==> src/rtl/spi_mem_responder_if.sv <==
// Serial memory link between the SoC memory controller (master) and the
// emulated memory device (slave).
interface spi_mem_responder_if;
  logic sclk;
  logic ce_n;
  logic mosi;
  logic miso;
  logic miso_oe;
  logic active;

  modport master (output sclk, ce_n, mosi, input miso, miso_oe, active);
  modport slave  (input sclk, ce_n, mosi, output miso, miso_oe, active);
endinterface

==> src/rtl/spi_mem_responder.sv <==
// SPI mode-0 memory target: READ / FAST READ / WRITE / READ ID over a small
// byte array, with all pad inputs oversampled on clk.
module spi_mem_responder #(
  parameter int unsigned AW   = 8,
  parameter logic [7:0]  MFID = 8'h0D,
  parameter logic [7:0]  KGD  = 8'h5D
) (
  input logic clk,
  input logic rst_n,
  spi_mem_responder_if.slave bus
);

  typedef enum logic [2:0] {
    S_IDLE, S_CMD, S_ADDR, S_DUMMY, S_RDATA, S_WDATA, S_ID, S_IGNORE
  } state_t;

  typedef enum logic [1:0] {OP_RD, OP_FAST, OP_WR} op_t;

  state_t state, state_nxt;
  op_t    op, op_nxt;

  logic [1:0]    sclk_s, ce_s, mosi_s;
  logic          sclk_q;
  logic          sclk_r, ce_hi, mosi_r, rise, fall;
  logic [4:0]    bit_cnt;
  logic [2:0]    out_cnt;
  logic [6:0]    in_sr;
  logic [7:0]    out_sr;
  logic [AW-1:0] ptr;
  logic [1:0]    id_idx;
  logic          miso_q;
  logic [7:0]    cmd_byte, id_byte, src_byte, cur_byte;
  logic          oe, wr_en, rd_byte_done;

  logic [7:0] mem [2**AW];

  assign sclk_r = sclk_s[1];
  assign ce_hi  = ce_s[1];
  assign mosi_r = mosi_s[1];
  assign rise   = sclk_r & ~sclk_q;
  assign fall   = ~sclk_r & sclk_q;

  assign cmd_byte = {in_sr, mosi_r};
  assign oe       = (state == S_RDATA) || (state == S_ID);

  always_comb begin
    case (id_idx)
      2'd0:    id_byte = MFID;
      2'd1:    id_byte = KGD;
      default: id_byte = 8'hFF;
    endcase
  end

  // The first bit of each outgoing byte is taken straight from the source,
  // so the pointer only has to be valid by the first falling edge.
  assign src_byte = (state == S_ID) ? id_byte : mem[ptr];
  assign cur_byte = (out_cnt == 3'd0) ? src_byte : out_sr;

  assign wr_en        = rise && !ce_hi && (state == S_WDATA) && (bit_cnt == 5'd7);
  assign rd_byte_done = fall && !ce_hi && (state == S_RDATA) && (out_cnt == 3'd7);

  always_comb begin
    state_nxt = state;
    op_nxt    = op;
    case (state)
      S_IDLE: if (!ce_hi) state_nxt = S_CMD;
      S_CMD: if (rise && bit_cnt == 5'd7) begin
        case (cmd_byte)
          8'h03: begin state_nxt = S_ADDR; op_nxt = OP_RD;   end
          8'h0B: begin state_nxt = S_ADDR; op_nxt = OP_FAST; end
          8'h02: begin state_nxt = S_ADDR; op_nxt = OP_WR;   end
          8'h9F: state_nxt = S_ID;
          default: state_nxt = S_IGNORE;
        endcase
      end
      S_ADDR: if (rise && bit_cnt == 5'd23) begin
        case (op)
          OP_RD:   state_nxt = S_RDATA;
          OP_FAST: state_nxt = S_DUMMY;
          default: state_nxt = S_WDATA;
        endcase
      end
      S_DUMMY: if (rise && bit_cnt == 5'd7) state_nxt = S_RDATA;
      default: state_nxt = state;
    endcase
    // Deselect overrides everything, including a byte completing this cycle.
    if (ce_hi) state_nxt = S_IDLE;
  end

  always_ff @(posedge clk or negedge rst_n) begin
    if (!rst_n) begin
      sclk_s  <= 2'b00;
      ce_s    <= 2'b11;
      mosi_s  <= 2'b00;
      sclk_q  <= 1'b0;
      state   <= S_IDLE;
      op      <= OP_RD;
      bit_cnt <= '0;
      out_cnt <= '0;
      in_sr   <= '0;
      out_sr  <= '0;
      ptr     <= '0;
      id_idx  <= '0;
      miso_q  <= 1'b0;
    end else begin
      sclk_s <= {sclk_s[0], bus.sclk};
      ce_s   <= {ce_s[0], bus.ce_n};
      mosi_s <= {mosi_s[0], bus.mosi};
      sclk_q <= sclk_r;
      state  <= state_nxt;
      op     <= op_nxt;

      if (state_nxt != state) begin
        bit_cnt <= '0;
        out_cnt <= '0;
        id_idx  <= '0;
        miso_q  <= 1'b0;
      end else if (rise) begin
        bit_cnt <= (state == S_WDATA && bit_cnt == 5'd7) ? '0 : bit_cnt + 5'd1;
      end

      if (rise && !ce_hi) in_sr <= {in_sr[5:0], mosi_r};

      if (rise && !ce_hi && state == S_ADDR) ptr <= {ptr[AW-2:0], mosi_r};
      else if (wr_en || rd_byte_done)        ptr <= ptr + AW'(1);

      if (fall && !ce_hi && oe) begin
        miso_q  <= cur_byte[7];
        out_sr  <= {cur_byte[6:0], 1'b0};
        out_cnt <= out_cnt + 3'd1;
        if (state == S_ID && out_cnt == 3'd7 && id_idx != 2'd2) id_idx <= id_idx + 2'd1;
      end
    end
  end

  // Array is deliberately not reset.
  always_ff @(posedge clk) begin
    if (wr_en) mem[ptr] <= {in_sr, mosi_r};
  end

  assign bus.miso    = miso_q & oe;
  assign bus.miso_oe = oe;
  assign bus.active  = ~ce_hi;

endmodule

==> src/flat_wrapper.sv <==
// flat-port wrapper written by rule: the top's interface ports become plain ports
module spi_mem_responder_flat 
#(
  parameter int unsigned AW   = 8,
  parameter logic [7:0]  MFID = 8'h0D,
  parameter logic [7:0]  KGD  = 8'h5D
)
  (clk, rst_n, bus_sclk, bus_ce_n, bus_mosi, bus_miso, bus_miso_oe, bus_active);
  spi_mem_responder_if bus_i ();
  input logic clk;
  input logic rst_n;
  input wire logic [$bits(bus_i.sclk)-1:0] bus_sclk;
  input wire logic [$bits(bus_i.ce_n)-1:0] bus_ce_n;
  input wire logic [$bits(bus_i.mosi)-1:0] bus_mosi;
  output wire logic [$bits(bus_i.miso)-1:0] bus_miso;
  output wire logic [$bits(bus_i.miso_oe)-1:0] bus_miso_oe;
  output wire logic [$bits(bus_i.active)-1:0] bus_active;
  assign bus_i.sclk = bus_sclk;
  assign bus_i.ce_n = bus_ce_n;
  assign bus_i.mosi = bus_mosi;
  assign bus_miso = bus_i.miso;
  assign bus_miso_oe = bus_i.miso_oe;
  assign bus_active = bus_i.active;
  spi_mem_responder #(.AW(AW), .MFID(MFID), .KGD(KGD)) u_core (.clk(clk), .rst_n(rst_n), .bus(bus_i));
endmodule
==> config.mk <==
export PLATFORM = sky130hd
export DESIGN_NAME = spi_mem_responder_flat
export DESIGN_NICKNAME = d
export VERILOG_FILES = /design/src/rtl/spi_mem_responder_if.sv /design/src/rtl/spi_mem_responder.sv /design/src/flat_wrapper.sv
export SDC_FILE = /design/constraint.sdc
export NUM_CORES = 2
export LEC_CHECK = 0
export ABC_CLOCK_PERIOD_IN_PS = 5600
export CELL_PAD_IN_SITES_DETAIL_PLACEMENT = 1
export CELL_PAD_IN_SITES_GLOBAL_PLACEMENT = 1
export CORE_MARGIN = 2
export CORE_UTILIZATION = 50
export CTS_CLUSTER_DIAMETER = 50
export DETAILED_ROUTE_END_ITERATION = 6
export PLACE_DENSITY_LB_ADDON = 0.08
export REMOVE_ABC_BUFFERS = 1
export SLEW_MARGIN = 20
export SYNTH_ARGS = -nofsm -noshare
export SYNTH_HDL_FRONTEND = slang
export SYNTH_SLANG_ARGS = --single-unit
==> constraint.sdc <==
create_clock -name clk -period 5.6 [get_ports clk]
set_input_delay 1.4 -clock clk [delete_from_list [all_inputs] [get_ports clk]]
set_output_delay 1.4 -clock clk [all_outputs]
set_load 0.1 [all_outputs]
==> impl_results.md <==
* Outcome: completed
* Cts bufs inserted at 218
* Simple-gate share of the synthesized area at 0.03378
* WL final at 229500 µm
* Post-CTS setup buffers at 0
* Total global routing overflow at 0
* Maxcap violations at 0
* Clock Tree Root: clkbuf_16
* Synth Flop Type: edfxtp_1
* Met3 Usage GRT at 0.04903
* Slew headroom at 0.2445
* Main combinational cell family by area after synthesis: multiplexers
* Crit path largest cell delay at 1.22 ns
* Share of post-route cells with drive strength above 1 at 0.2501
* Post-Route Utilization at 0.5703
* Fin crit share at 0.8478
* Yosys top cell area share at 0.7497
* Initial antenna violation count at 7
* Ys Warns at 0
* Hold Violations, Final at 0
* Routed len/inst at 34.99 µm
* Die Area at 0.1673 mm²
* CP delay by family, top: buffers and inverters
* Multiplexer share of the synthesized area at 0.1585
* Crit path required time at 4.20 ns
* CTS resizes at 0
* Clk_skew at 0.03816 ns
* Commonest non-fill, non-tap cell in the layout: edfxtp_1
* Post-Synth XOR/XNOR Area at 0.0006406
* Pleak at 28.01 nW
* CP max FO at 9
* Placed Cells at 6148
* Post-DR vias/cell at 6.317
* Minimum clock period at 4.748 ns
* RSZ-0062 raised after global routing: false
* Routability cong. at 0.9043
* CTS tree: built
* CTS Hold Bufs at 0
* Clock Latency Late Sink at 0.87 ns
* Final Cell Area at 0.09283 mm²
* I/O Pins at 8
* Post-synth EDFFs at 2048
* Crit-path cells: and2b_1 -> and2_1 -> clkdlybuf4s50_1
* Critical setup path kind: flip-flop to primary output
* Worst-Margin Slew at 1.133 ns
* Final ANT Viol Nets at 0
* Clock buffer depth at 3
* Initial Util at 0.5040
* Placed cell areas at 0.08546 mm²
* Total GRT Usage at 0.2787
* Mapped Area at 0.08203 mm²
* Post-synthesis sequential area ratio at 0.7634
* Largest net degree at the start of global routing at 166
* Hpwl dp at 142900 µm
* Final Non-Filler Cells at 6558
* Reg clk slew, reported paths at 0.06 ns
* Final setup viols at 0
* Via count at 41430
* Adder-cell share of the synthesized area at 0.001830
* Setup crit end kind: primary output
* GR Util met1 at 0.3983
* Core footprint at 0.1628 mm²
* Synthesized flop and latch total at 2093
* Global-route wire length before repair at 330600 µm
* Most frequent cells in the layout: 2048 x edfxtp_1, 475 x mux4_2, 322 x nor2_1
* Area grow syn2layout at 13.16%
* Worst-path cell with the longest stage delay: clkdlybuf4s50_1
* Routing usage on met2 at 0.4392
* H-tree depth at 4
* Synth area leaders: edfxtp_1 75%, mux4_2 13%, mux2i_1 2.4%
* Port Buffer Count at 7
* Power density over the cells at 383.9 mW/mm²
* Clock tree sinks at 2093
* Worst Path Buf+Inv at 1
* Cells after synthesis at 3990
* CP arrival at 3.35 ns
* Worst Hold Class: flip-flop to flip-flop
* Type of origin of the critical path: flip-flop
* Synth Area in Compound Gates at 0.02596
* Total Negative Setup Slacks at 0 ns
* Post-Place Worst Slack at 1.441 ns
* Die height at 409.1 µm
* Drt pass-1 iters at 6
* Vias in the first global route at 43320
* Worst VDD drop at 0.3756 mV
* Cell taking the most area after synthesis: edfxtp_1
* Drc violations at 0
* Fin nets at 4210
* Num rows at 148
* Final Max Tran Viols at 0
* Final setup margin at 0.8522 ns
* Ys async rst share at 0.02150
* Distinct cell type count after synthesis at 75
* Fmax at 210.6 MHz
* Global routing's busiest layer: met2
* Syn_area_per_cell at 20.56 µm²
* Die width at 409.1 µm
* DR iter-0 viols at 4588
## stage by stage
stage | total power [mW] | hold slack, ns
3_5_place_dp | 21.20 | 0.3371
5_1_grt | 36.58 | 0.3588
6_report | 35.64 | 0.3513
3_3_place_gp | 21.07 | 0.3337
2_1_floorplan | 20.35 | 0.3312
4_1_cts | 35.88 | 0.3506
## kinds of logic (layout without fill, tap and decap cells)
group                      Yosys count  after routing
AOI/OAI and AO/OA                  309            309
xor gates and xnor gates             6              6
adders and majority gates           12             12
buffers and inverters              248            640
DFF                               2093           2093
muxes                              701            701
other                                0              1
and+or+nand+nor                    621            621
## report_power, final
group | leakage [nW] | internal [mW] | switching [mW]
Combinational | 5.31 | 0.105 | 1.49
Clock | 3.58 | 8.64 | 6.17
Sequential | 19.1 | 18.8 | 0.403
Total | 28.0 | 27.6 | 8.07
## worst paths after layout
| check | end | cells after the start | slack [ns] | start |
|---|---|---|---|---|
| max in group asynchronous | u_core.ptr[1]$_DFFE_PN0P_ | 2 | 4.41 | rst_n |
| worst max-delay path | bus_miso | 3 | 0.85 | u_core.state[0]$_DFF_PN0_ |
| worst min-delay path | u_core.mosi_s[1]$_DFF_PN0_ | 0 | 0.35 | u_core.mosi_s[0]$_DFF_PN0_ |
| worst max register to register | u_core.mem[97][5]$_DFFE_PP_ | 7 | 1.40 | u_core.bit_cnt[0]$_DFFE_PN0P_ |
| worst min register to register | u_core.mosi_s[1]$_DFF_PN0_ | 0 | 0.35 | u_core.mosi_s[0]$_DFF_PN0_ |
| min in group asynchronous | u_core.sclk_s[0]$_DFF_PN0_ | 2 | 0.63 | rst_n |
## layer usage
layer,part of all wire,vias up
met3,0.069,374
met5,0.00017,-
met1,0.42,22390
met4,0.033,6
li1,-,16940
met2,0.48,1716
## state kept, by name, summed over array words and instances (netlist names), 3 cells and up
signal	flops
u_core.mem	2048
u_core.ptr	8
u_core.in_sr	7
u_core.out_sr	7
u_core.bit_cnt	5
u_core.out_cnt	3
u_core.state	3
## Yosys cell counts (7+ instances only)
cell,instances
nor4_1,8
a32oi_1,8
ha_1,12
a22o_1,9
mux4_2,475
a31oi_1,9
nor3_1,30
buf_1,9
mux2i_1,195
nand4_1,20
nand3_1,41
dfrtp_1,43
buf_2,93
nand2b_1,10
a22oi_1,60
o22ai_1,45
nand2_1,115
o21ai_0,33
inv_1,15
o211ai_1,12
nor2_1,325
clkbuf_1,82
and2_1,7
or3_1,8
edfxtp_1,2048
buf_6,20
a21oi_1,56
a211oi_1,16
mux2_2,31
buf_4,28
nor2b_1,19
## final cells by class
class,instances,area (µm²)
Antenna cell,1,2.502
Clock buffer,256,5702
Clock inverter,153,1662
Fill cell,13740,69940
Inverter,16,60.06
Multi-Input combinational cell,1649,18190
Sequential cell,2093,62680
Tap cell,2175,2721
Timing Repair Buffer,215,1822
(Power assumes the default switching activity.)
